===== config.mk =====
export PLATFORM = sky130hd
export DESIGN_NAME = poly_eval_seq
export DESIGN_NICKNAME = d
export VERILOG_FILES = /design/src/rtl/poly_eval_seq_pkg.sv /design/src/rtl/poly_mac_sat.sv /design/src/rtl/poly_eval_seq.sv
export SDC_FILE = /design/constraint.sdc
export NUM_CORES = 1
export LEC_CHECK = 0
export BUFFER_PORTS_ARGS = -buffer_cell sky130_fd_sc_hd__buf_2
export CAP_MARGIN = 20
export CORE_MARGIN = 4
export CORE_UTILIZATION = 44
export CTS_BUF_LIST = sky130_fd_sc_hd__clkbuf_16
export DETAILED_ROUTE_END_ITERATION = 16
export GPL_TIMING_DRIVEN = 0
export HOLD_SLACK_MARGIN = 0.03
export PLACE_DENSITY_LB_ADDON = 0.05
export SYNTH_ARGS = -nofsm -noshare
export SYNTH_HDL_FRONTEND = slang
export SYNTH_SLANG_ARGS = --single-unit

===== constraint.sdc =====
create_clock -name clk -period 15.9 [get_ports clk]
set_input_delay 4.77 -clock clk [delete_from_list [all_inputs] [get_ports clk]]
set_output_delay 4.77 -clock clk [all_outputs]
set_load 0.01 [all_outputs]

===== src/rtl/poly_eval_seq_pkg.sv =====
// Shared constants for the sequential polynomial evaluator: FSM state
// encodings and the index-counter width rule.
package poly_eval_seq_pkg;

  localparam logic [1:0] ST_IDLE = 2'd0;
  localparam logic [1:0] ST_CALC = 2'd1;
  localparam logic [1:0] ST_DONE = 2'd2;

  // Index counter must hold DEGREE-1 down to 0; never narrower than one bit.
  function automatic int idx_width(input int degree);
    return (degree < 1) ? 1 : $clog2(degree + 1);
  endfunction

endpackage


===== src/rtl/poly_mac_sat.sv =====
// One Horner step: acc*x + c evaluated wide enough to never wrap, then
// clamped to OUT_W bits with a sticky saturation flag.
module poly_mac_sat #(
  parameter int IN_W   = 8,
  parameter int COEF_W = 8,
  parameter int OUT_W  = 17
) (
  input  logic [OUT_W-1:0]  acc,
  input  logic [IN_W-1:0]   x,
  input  logic [COEF_W-1:0] c,
  input  logic              sat_in,
  output logic [OUT_W-1:0]  acc_next,
  output logic              sat_out
);

  localparam int T_W = OUT_W + IN_W + 1;

  logic [T_W-1:0] w_t;

  assign w_t      = T_W'(acc) * T_W'(x) + T_W'(c);
  assign sat_out  = sat_in | (|w_t[T_W-1:OUT_W]);
  assign acc_next = sat_out ? '1 : w_t[OUT_W-1:0];

endmodule


===== src/rtl/poly_eval_seq.sv =====
// Sequential Horner evaluator of an unsigned polynomial with start/valid
// handshake, run-time coefficients and sticky saturation of the result.
module poly_eval_seq
  import poly_eval_seq_pkg::*;
#(
  parameter int IN_W   = 8,
  parameter int COEF_W = 8,
  parameter int OUT_W  = 17,
  parameter int DEGREE = 3
) (
  input  logic                         clk,
  input  logic                         rst,
  input  logic                         start,
  input  logic [IN_W-1:0]              x,
  input  logic [(DEGREE+1)*COEF_W-1:0] coef,
  output logic                         ready,
  output logic                         busy,
  output logic                         valid,
  output logic [OUT_W-1:0]             y,
  output logic                         ovf,
  output logic [1:0]                   dbg_state
);

  // Handshake: a request is taken on a rising edge where start=1 and ready=1;
  // valid is a single-cycle pulse marking y/ovf as a fresh result, and y/ovf
  // hold their value until the next pulse.

  localparam int IDX_W = idx_width(DEGREE);

  if (COEF_W > OUT_W) begin : g_bad_widths
    $error("poly_eval_seq: COEF_W must not exceed OUT_W");
  end

  logic [1:0]                   r_state;
  logic [IN_W-1:0]              r_x;
  logic [(DEGREE+1)*COEF_W-1:0] r_coef;
  logic [OUT_W-1:0]             r_acc;
  logic                         r_sat;
  logic [IDX_W-1:0]             r_idx;
  logic [OUT_W-1:0]             r_y;
  logic                         r_ovf;
  logic                         r_valid;

  logic                         w_accept;
  logic [COEF_W-1:0]            w_c;
  logic [OUT_W-1:0]             w_acc_next;
  logic                         w_sat_next;

  assign ready     = (r_state == ST_IDLE) || (r_state == ST_DONE);
  assign busy      = (r_state == ST_CALC);
  assign valid     = r_valid;
  assign y         = r_y;
  assign ovf       = r_ovf;
  assign dbg_state = r_state;
  assign w_accept  = start && ready;

  always_comb begin
    w_c = '0;
    for (int i = 0; i <= DEGREE; i++) begin
      if (r_idx == IDX_W'(i)) w_c = r_coef[i*COEF_W +: COEF_W];
    end
  end

  poly_mac_sat #(
    .IN_W   (IN_W),
    .COEF_W (COEF_W),
    .OUT_W  (OUT_W)
  ) u_mac (
    .acc      (r_acc),
    .x        (r_x),
    .c        (w_c),
    .sat_in   (r_sat),
    .acc_next (w_acc_next),
    .sat_out  (w_sat_next)
  );

  always_ff @(posedge clk or posedge rst) begin
    if (rst) begin
      r_state <= ST_IDLE;
      r_x     <= '0;
      r_coef  <= '0;
      r_acc   <= '0;
      r_sat   <= 1'b0;
      r_idx   <= '0;
      r_y     <= '0;
      r_ovf   <= 1'b0;
      r_valid <= 1'b0;
    end else begin
      r_valid <= (r_state == ST_DONE);
      if (r_state == ST_DONE) begin
        r_y   <= r_acc;
        r_ovf <= r_sat;
      end
      // A start in DONE overlaps the publish of the previous result.
      if (w_accept) begin
        r_x     <= x;
        r_coef  <= coef;
        r_acc   <= OUT_W'(coef[DEGREE*COEF_W +: COEF_W]);
        r_sat   <= 1'b0;
        r_idx   <= (DEGREE > 0) ? IDX_W'(DEGREE - 1) : '0;
        r_state <= (DEGREE == 0) ? ST_DONE : ST_CALC;
      end else if (r_state == ST_CALC) begin
        r_acc <= w_acc_next;
        r_sat <= w_sat_next;
        if (r_idx == '0) r_state <= ST_DONE;
        else             r_idx   <= r_idx - 1'b1;
      end else begin
        r_state <= ST_IDLE;
      end
    end
  end

endmodule


==> flow_metrics.py, run 1 <==
metrics = {
    "synth": {
        "synth_area_leaders": "dfrtp_1 (24%), fa_1 (23%), ha_1 (9.3%), and2_1 (8.4%), nand2_1 (8.1%)",
        "ys_seq_elements": 81,
        "ys_top_cells_by_count": "nand2_1 (181), inv_1 (128), and2_1 (113), fa_1 (98), dfrtp_1 (81)",
        "yosysMostFrequentCell": "nand2_1",
        "synth_top_area_frac": 0.242,
        "ys_warn_count": 0,
        "ys_types": 47,
        "syn_avg_cell_area_um2": 8.79,
        "syn_nets": 1155,
        "synth_edf_count": 0,
        "async_reset_ff_frac": 1.00,
        "synth_cells": 952,
        "synth_flop_cell": "dfrtp_1",
        "synth.largest_area_cell": "dfrtp_1",
        "synth-seq-area-share": 0.242,
        "netlist_area_mm2": 0.00837,
    },
    "sta": {
        "worst_pin_slew_ns": 0.748,
        "slew_violations": 0,
        "slew_headroom": 0.496,
        "hold_viol": 0,
        "grt_setup_unrepaired": "false",
        "min_period_over_period": 0.467,
        "finalCriticalPeriod_ns": 7.43,
        "fin_setup_tns_ns": 0,
        "max_freq_mhz": 135,
        "finalSetupViolCount": 0,
        "skew_ns": 0.00693,
    },
    "floorplan": {
        "coreArea_mm2": 0.0187,
        "fp-row-count": 50,
        "dieWidth_um": 146,
        "start_util": 0.447,
        "fp.dieH_um": 146,
        "io_pins": 66,
        "fp.dieArea_mm2": 0.0213,
    },
    "routing": {
        "dr.first_iter.drc_count": 359,
        "routed_wirelength_um": 22300,
        "firstDrtPassIters": 5,
        "num_vias": 6548,
        "viasPerCell": 5.16,
        "drc_errors": 0,
        "drtAntennaViolNets": 0,
        "post_drt_wl_per_cell_um": 17.5,
    },
    "job": {
        "drv_cap": 0,
    },
    "critical_path": {
        "cp_slowest_cell": "nor4_4",
        "crit_fanout": 10,
        "critical_path_buf_inv_count": 7,
        "cp.arrival_ns": 7.62,
        "cp-end-kind": "flip-flop",
        "path_class": "flip-flop to flip-flop",
        "required_ns": 16.09,
        "slowest_delay_ns": 0.65,
        "crit_family": "adder cells",
        "r2r_start": "r_idx[1]",
        "start_kind": "flip-flop",
        "crit_path_start": "r_idx[1]",
    },
    "clock_tree": {
        "cts_buffer_depth": 2,
        "clock-sinks": 81,
        "clkLatencyLatePin_ns": 0.34,
        "path_clk_slew_ns": 0.07,
        "ctsHoldBuffers": 0,
        "htree_levels": 3,
        "root_buffer": "clkbuf_16",
        "cts_tree": "done",
        "post-cts-setup-buffers": 0,
        "numCtsBuffers": 9,
        "ctsResizeCount": 0,
    },
    "global_routing": {
        "grt_pass1_wl_um": 36700,
        "grt_use_total": 0.217,
        "gr-total-overflow": 0,
        "antenna_found_initial": 0,
        "grt_max_degree": 54,
        "grt_pass1_vias": 6661,
    },
    "placed_design": {
        "place_hpwl_um": 17400,
        "gp_congestion": 0.856,
        "io_buffers": 65,
    },
    "outcome": {
        "outcome": "finished clean",
    },
    "layout": {
        "final_nets": 1232,
        "fillerInstances": 1866,
        "area_growth_pct": 11.7,
        "drive_gt1_frac": 0.104,
    },
    "hold_path": {
        "worst_hold_path_type": "flip-flop to flip-flop",
        "hold_path.startpoint": "r_coef[20]",
    },
}
## kinds of logic after synthesis
family,synth area share
and+or+nand+nor,0.207
buffers and inverters,0.0803
adders and majority gates,0.327
AOI/OAI and AO/OA,0.102
DFF,0.242
muxes,0.0256
xor gates and xnor gates,0.0157
## worst paths after layout
path | slack [ns] | cells after the start | endpoint
setup / recovery | 8.47 | 26 | r_acc[5]
hold / removal | 0.48 | 2 | r_coef[20]
setup reg to reg | 8.47 | 26 | r_acc[5]
hold reg to reg | 0.48 | 2 | r_coef[20]
max in group asynchronous | 10.85 | 3 | r_x[0]
min in group asynchronous | 4.43 | 2 | r_x[7]
## state kept, by name (all words and copies together), names as in the netlist
signal	flops
r_x	8
ovf	1
y	17
dbg_state	2
valid	1
r_sat	1
r_idx	2
r_coef	32
r_acc	17
## metal layers
layer,vias to the layer above,wire length (um),GRT usage
li1,3169,-,-
met1,3203,11300,0.336
met2,162,9690,0.329
met3,14,1130,0.0330
met4,0,186,0.0328
met5,-,0,0
## worst reg2reg max path: stages, from the launching register on
cell	delay, ns
dfrtp_1	0.42
inv_1	0.09
ha_1	0.14
clkbuf_1	0.22
clkbuf_1	0.36
a21oi_1	0.14
nor2_1	0.14
a21oi_1	0.06
nor2_1	0.14
a21oi_1	0.10
fa_1	0.55
inv_1	0.05
fa_1	0.50
inv_1	0.06
fa_1	0.48
fa_1	0.50
inv_1	0.06
ha_1	0.34
o211ai_1	0.10
o21ai_0	0.62
a21boi_0	0.36
o41ai_1	0.49
xnor2_1	0.20
nand4b_1	0.17
nor4_4	0.65
buf_6	0.24
o21ai_1	0.10
## cells in the final DEF, fill, tap and decap left out, drive strengths merged, types with 2 or more instances in the layout
master / netlist / final
or3: 2 / 2
a41oi: 2 / 2
a31oi: 13 / 13
a21oi: 59 / 59
nand2b: 2 / 2
clkbuf: 41 / 50
xnor2: 10 / 10
o21a: 5 / 5
a21boi: 2 / 2
and2: 113 / 113
a21o: 5 / 5
nand2: 181 / 181
a211oi: 6 / 6
nor3b: 2 / 2
buf: 5 / 71
bufinv: 0 / 2
and3: 5 / 5
a311o: 2 / 2
dfrtp: 81 / 81
nor2: 35 / 35
a221oi: 3 / 3
nand3: 4 / 4
a22o: 5 / 5
mux2: 19 / 19
inv: 129 / 132
fa: 98 / 98
xor2: 5 / 5
nor2b: 6 / 6
ha: 62 / 62
nor3: 5 / 5
o21ai: 30 / 30
nand4: 4 / 4
## metrics by stage
step	hold slack, ns	area (um^2)	setup slack [ns]	utilization	instances
final	0.479	9350	8.47	0.500	1269
after floorplan	0.446	8370	9.05	-	952
after global routing	0.501	9340	7.95	0.500	1268
after CTS	0.483	9340	8.55	0.500	1268
after global placement	0.458	8990	7.86	0.481	1251
after detailed placement	0.464	9020	8.58	0.482	1252
## cell type report
type	instances	area, um^2	area share
Clock inverter	7	100	0.0107
Antenna cell	1	2.50	0.000268
Inverter	129	487	0.0521
Sequential cell	81	2030	0.217
Multi-Input combinational cell	696	5670	0.607
Clock buffer	9	225	0.0241
Timing Repair Buffer	66	353	0.0378
Buffer	46	188	0.0201
Tap cell	234	293	0.0313
Power of run 1 is left out: the tool's default activity adds up to more than one toggle a clock period on the data nets, which glitch-free logic cannot reach.
==> inputs of run 2 (changes only) <==
--- a/config.mk
+++ b/config.mk
@@ -5,6 +5,7 @@
 export SDC_FILE = /design/constraint.sdc
 export NUM_CORES = 1
 export LEC_CHECK = 0
+export ABC_AREA = 1
 export BUFFER_PORTS_ARGS = -buffer_cell sky130_fd_sc_hd__buf_2
 export CAP_MARGIN = 20
 export CORE_MARGIN = 4
==> constraint.sdc (replaced) <==
create_clock -name clk -period 6.6 [get_ports clk]
set_input_delay 1.98 -clock clk [delete_from_list [all_inputs] [get_ports clk]]
set_output_delay 1.98 -clock clk [all_outputs]
set_load 0.01 [all_outputs]
==> run 2 against run 1 <==
Against the previous run: first-iteration DRC count up 13%; clock skew up 0.0040 ns; maximum frequency up 28%; utilization down 0.43 points; largest cell class unchanged; sequential share of layout area down 1.4 points; clock-buffer cell count unchanged; register-to-register slack worse by 7.7 ns; global-route usage up 0.59 points; critical path type unchanged; synthesized cell count up 32%; cell area up 6.9%.
==> flow_metrics.py, run 2 <==
metrics = {
    "global_routing": {
        "grt_use_total": 0.223,
        "antenna_found_initial": 0,
        "grt_max_degree": 66,
        "gr-total-overflow": 0,
        "grt_pass1_vias": 7562,
        "grt_pass1_wl_um": 39400,
    },
    "placed_design": {
        "place_hpwl_um": 19300,
        "placed_cell_area_mm2": 0.00968,
        "gp_congestion": 0.884,
        "dpl.cell_count": 1597,
        "io_buffers": 65,
    },
    "critical_path": {
        "r2r_start": "r_idx[0]",
        "crit_family": "adder cells",
        "start_kind": "flip-flop",
        "r2r_cells": 27,
        "required_ns": 6.83,
        "cp-end-kind": "flip-flop",
        "crit_path_start": "r_idx[0]",
        "rrSetupSlack_ns": 0.82,
        "slowest_delay_ns": 0.57,
        "critical_path_buf_inv_count": 7,
        "path_class": "flip-flop to flip-flop",
        "crit_fanout": 10,
        "cp-endpoint": "r_acc[4]",
        "cp.arrival_ns": 6.02,
        "cp_slowest_cell": "fa_1",
        "cp.depth": 27,
        "worstReg2RegEnd": "r_acc[4]",
    },
    "sta": {
        "hold_ws_ns": 0.464,
        "max_freq_mhz": 173,
        "fin_setup_tns_ns": 0,
        "min_period_over_period": 0.876,
        "finalCriticalPeriod_ns": 5.78,
        "finalSetupViolCount": 0,
        "slew_headroom": 0.480,
        "skew_ns": 0.0110,
        "hold_viol": 0,
        "grt_setup_unrepaired": "false",
        "slew_violations": 0,
        "worst_pin_slew_ns": 0.780,
    },
    "layout": {
        "area_growth_pct": 11.1,
        "final_cells": 1613,
        "mostFrequentLayoutCells": "nand2_1 (452), inv_1 (323), fa_1 (98)",
        "finalInstanceArea_mm2": 0.00999,
        "final_nets": 1541,
        "antenna_cells": 0,
        "drive_gt1_frac": 0.0931,
        "largest_register_ff_count": 32,
        "layout_commonest_cell": "nand2_1",
        "regMostFlops": "r_coef",
    },
    "hold_path": {
        "worst_hold_path_type": "flip-flop to flip-flop",
    },
    "floorplan": {
        "dieWidth_um": 151,
        "fp.dieH_um": 151,
        "start_util": 0.446,
        "coreArea_mm2": 0.0202,
        "fp.dieArea_mm2": 0.0228,
        "fp-row-count": 52,
        "io_pins": 66,
    },
    "clock_tree": {
        "cts_buffer_depth": 2,
        "post-cts-setup-buffers": 0,
        "ctsResizeCount": 0,
        "htree_levels": 3,
        "cts_tree": "done",
        "ctsHoldBuffers": 0,
        "clock-sinks": 81,
        "path_clk_slew_ns": 0.08,
        "numCtsBuffers": 9,
        "root_buffer": "clkbuf_16",
        "clkLatencyLatePin_ns": 0.35,
    },
    "synth": {
        "synth_top_area_frac": 0.225,
        "synth_edf_count": 0,
        "ys_warn_count": 0,
        "syn_nets": 1464,
        "async_reset_ff_frac": 1.00,
        "netlist_area_mm2": 0.00899,
        "synth-seq-area-share": 0.225,
        "ys_top_cells_by_count": "nand2_1 (452), inv_1 (324), fa_1 (98), dfrtp_1 (81), ha_1 (62)",
        "ys_seq_elements": 81,
        "syn_avg_cell_area_um2": 7.13,
        "ys_types": 34,
        "yosysMostFrequentCell": "nand2_1",
        "synth_cells": 1261,
        "synth_flop_cell": "dfrtp_1",
        "synth_area_leaders": "dfrtp_1 (23%), fa_1 (22%), nand2_1 (19%), inv_1 (14%), ha_1 (8.6%)",
        "synth.largest_area_cell": "dfrtp_1",
    },
    "routing": {
        "viasPerCell": 4.66,
        "dr.first_iter.drc_count": 405,
        "drc_errors": 0,
        "num_vias": 7517,
        "post_drt_wl_per_cell_um": 14.7,
        "routed_wirelength_um": 23800,
        "drtAntennaViolNets": 0,
        "firstDrtPassIters": 5,
    },
    "outcome": {
        "outcome": "finished clean",
    },
    "job": {
        "drv_cap": 0,
    },
}
## run 2: cell count changes in the layout (fill, tap and decap cells not counted), moves of 18 or more
cell / previous run / this run
mux2_2: 19 / 0
nand2_2: 0 / 21
nand2_1: 181 / 452
and2_1: 113 / 1
nand3_1: 4 / 22
inv_1: 127 / 323
a21oi_1: 59 / 33
## run 2: cell families after synthesis
kind of cell | share of synthesized area
and+or+nand+nor | 0.251
buffers and inverters | 0.160
adders and majority gates | 0.304
AOI/OAI and AO/OA | 0.0497
DFF | 0.225
xor gates and xnor gates | 0.00877
## run 2: worst register-to-register path: cells and delay by family, from the launching register on
kind            cells  cell delay [ns]
compound gates      3             0.63
fa+ha+maj           6             2.61
buf+inv             7             0.79
flops               1             0.41
simple gates       11             1.22
## run 2: cell type report
cell class                      count  area, um^2
Fill cell                        2085       10200
Multi-Input combinational cell    800        5520
Sequential cell                    81        2030
Inverter                          329        1240
Timing Repair Buffer               66         353
Tap cell                          270         338
Clock buffer                        9         225
Buffer                             51         208
Clock inverter                      7        81.3
## run 2: how the worst min path moves through the flow
stage                     from    endpoint  slack, ns  cells after the start
floorplan           r_coef[15]  r_coef[15]       0.44                      2
global placement         y[14]       y[14]       0.45                      2
detailed placement        y[4]        y[4]       0.45                      2
CTS                       y[4]        y[4]       0.47                      2
global route              y[3]        y[3]       0.49                      2
finish                    y[4]        y[4]       0.46                      2
## run 2: per-stage QoR
step / setup WS [ns] / utilization
finish: 0.815 / 0.495
global route: 0.397 / 0.495
CTS: 0.783 / 0.495
detailed placement: 0.831 / 0.480
global placement: 0.808 / 0.479
floorplan: 1.61 / -
## run 2: metal layers
layer  GRT usage  up-vias  share of wire  routed length (um)
met3      0.0323       33          0.046                1090
met2       0.334      183           0.42                9950
met5           0        -              0                   0
li1            -     3786              -                   -
met4      0.0508        0          0.019                 450
met1       0.342     3515           0.52               12300
Power of run 2 is left out for the same reason.
==> inputs of run 3 (changes only) <==
--- a/config.mk
+++ b/config.mk
@@ -8,13 +8,11 @@
 export ABC_AREA = 1
 export BUFFER_PORTS_ARGS = -buffer_cell sky130_fd_sc_hd__buf_2
 export CAP_MARGIN = 20
-export CORE_MARGIN = 4
 export CORE_UTILIZATION = 44
 export CTS_BUF_LIST = sky130_fd_sc_hd__clkbuf_16
 export DETAILED_ROUTE_END_ITERATION = 16
 export GPL_TIMING_DRIVEN = 0
 export HOLD_SLACK_MARGIN = 0.03
-export PLACE_DENSITY_LB_ADDON = 0.05
 export SYNTH_ARGS = -nofsm -noshare
 export SYNTH_HDL_FRONTEND = slang
 export SYNTH_SLANG_ARGS = --single-unit
==> constraint.sdc (replaced) <==
create_clock -name clk -period 5.22 [get_ports clk]
set_input_delay 1.566 -clock clk [delete_from_list [all_inputs] [get_ports clk]]
set_output_delay 1.566 -clock clk [all_outputs]
set_load 0.01 [all_outputs]
==> run 3 against run 2 <==
Against the previous run: worst setup slack lost 0.63 ns; critical path depth is the same; global-route usage grew 1.5 points; first-iteration DRC count grew 4.0%; via count grew 0.72%; cell area grew 3.2%; final cell count shrank 0.43%; clock skew is essentially flat; register-to-register slack lost 0.63 ns; non-clock buffer count shrank 2; flip-flop and latch count is the same; clock-buffer cell count is the same.
==> flow_metrics.py, run 3 (same netlist as run 2, synthesis figures left out) <==
metrics = {
    "floorplan": {
        "fp.dieArea_mm2": 0.0210,
        "fp.dieH_um": 145,
        "io_pins": 66,
        "coreArea_mm2": 0.0197,
        "fp-row-count": 51,
        "dieWidth_um": 145,
        "start_util": 0.456,
    },
    "sta": {
        "slew_violations": 0,
        "grt_setup_unrepaired": "true",
        "finalCriticalPeriod_ns": 5.03,
        "hold_ws_ns": 0.463,
        "finalSetupViolCount": 0,
        "min_period_over_period": 0.964,
        "fin_setup_tns_ns": 0,
        "fin_ws_ns": 0.187,
        "slew_headroom": 0.529,
        "max_freq_mhz": 199,
        "worst_pin_slew_ns": 0.706,
        "hold_viol": 0,
        "skew_ns": 0.0109,
    },
    "routing": {
        "routed_wirelength_um": 23400,
        "drtAntennaViolNets": 0,
        "viasPerCell": 4.71,
        "drc_errors": 0,
        "dr.first_iter.drc_count": 421,
        "post_drt_wl_per_cell_um": 14.6,
        "firstDrtPassIters": 5,
        "num_vias": 7571,
    },
    "global_routing": {
        "gr-total-overflow": 0,
        "grt_max_degree": 55,
        "antenna_found_initial": 0,
        "grt_pass1_vias": 7542,
        "grt_pass1_wl_um": 39200,
        "grt_use_total": 0.238,
    },
    "hold_path": {
        "worst_hold_path_type": "flip-flop to flip-flop",
    },
    "clock_tree": {
        "clkLatencyLatePin_ns": 0.35,
        "clock-sinks": 81,
        "cts_tree": "done",
        "ctsHoldBuffers": 0,
        "path_clk_slew_ns": 0.07,
        "cts_buffer_depth": 2,
        "numCtsBuffers": 9,
        "htree_levels": 3,
        "root_buffer": "clkbuf_16",
    },
    "critical_path": {
        "cp-end-kind": "flip-flop",
        "cp-endpoint": "r_acc[9]",
        "cp.depth": 27,
        "cp.arrival_ns": 5.27,
        "crit_path_start": "r_idx[1]",
        "start_kind": "flip-flop",
        "critical_path_buf_inv_count": 5,
        "cp_slowest_cell": "fa_1",
        "r2r_cells": 27,
        "path_class": "flip-flop to flip-flop",
        "r2r_start": "r_idx[1]",
        "rrSetupSlack_ns": 0.19,
        "crit_fanout": 8,
        "required_ns": 5.46,
        "slowest_delay_ns": 0.54,
        "worstReg2RegEnd": "r_acc[9]",
        "crit_family": "adder cells",
    },
    "layout": {
        "regMostFlops": "r_coef",
        "final_nets": 1539,
        "antenna_cells": 0,
        "area_growth_pct": 14.6,
        "multi_input_area_mm2": 0.00574,
        "final_cells": 1606,
        "fillerInstances": 1980,
        "layout_commonest_cell": "nand2_1",
        "seqCellArea_mm2": 0.00204,
        "largest_register_ff_count": 32,
        "drive_gt1_frac": 0.146,
        "mostFrequentLayoutCells": "nand2_1 (437), inv_1 (318), fa_1 (97)",
    },
    "placed_design": {
        "dpl_worst_slack_ns": -0.429,
        "io_buffers": 65,
        "gp_congestion": 0.879,
        "dpl.cell_count": 1592,
        "place_hpwl_um": 18700,
    },
    "job": {
        "drv_cap": 0,
    },
    "outcome": {
        "outcome": "finished clean",
    },
}
[run 3: cell count changes in the layout (fill, tap and decap cells not counted), sizes merged]
cell	change
buf	+18
bufinv	+1
clkbuf	-20
clkinv	+1
clkinvlp	+1
inv	-3
[run 3: area by class of cell]
type | instances | area share
Buffer | 34 | 0.0166
Clock buffer | 9 | 0.0218
Clock inverter | 7 | 0.00692
Inverter | 329 | 0.121
Multi-Input combinational cell | 800 | 0.556
Sequential cell | 81 | 0.198
Tap cell | 265 | 0.0322
Timing Repair Buffer | 81 | 0.0472
[run 3: metrics by stage]
step / utilization / cell area, um^2
final: 0.523 / 10300
after global routing: 0.523 / 10300
after CTS: 0.510 / 10000
after detailed placement: 0.491 / 9680
after global placement: 0.489 / 9650
after floorplan: - / 8990
[run 3: worst min-delay path by stage]
stage | slack (ns) | to | from | depth (start not counted)
after detailed placement | 0.46 | y[16] | y[16] | 2
after global routing | 0.50 | y[14] | y[14] | 2
final | 0.46 | y[9] | y[9] | 2
after floorplan | 0.44 | r_coef[15] | r_coef[15] | 2
after global placement | 0.45 | y[9] | y[9] | 2
after CTS | 0.47 | y[16] | y[16] | 2
[run 3: timing repair]
action,CTS,global route
endpoints found under the hold margin,0,0
cloned,0,1
resized for setup,28,69
pin swaps,0,29
setup endpoints to repair,18,18
buffers inserted,3,11
[run 3: worst min-delay path, delay by kind of cell, from the launching register on]
family | cells | cell delay, ns
DFF | 1 | 0.34
and+or+nand+nor | 2 | 0.09
[run 3: routing by layer]
layer / part of all wire / up-vias / track usage
met2: 0.43 / 164 / 0.361
met1: 0.51 / 3606 / 0.359
li1: - / 3787 / -
met4: 0.0093 / 0 / 0.0415
met3: 0.049 / 14 / 0.0349
met5: 0 / - / 0
Power of run 3 is left out for the same reason.
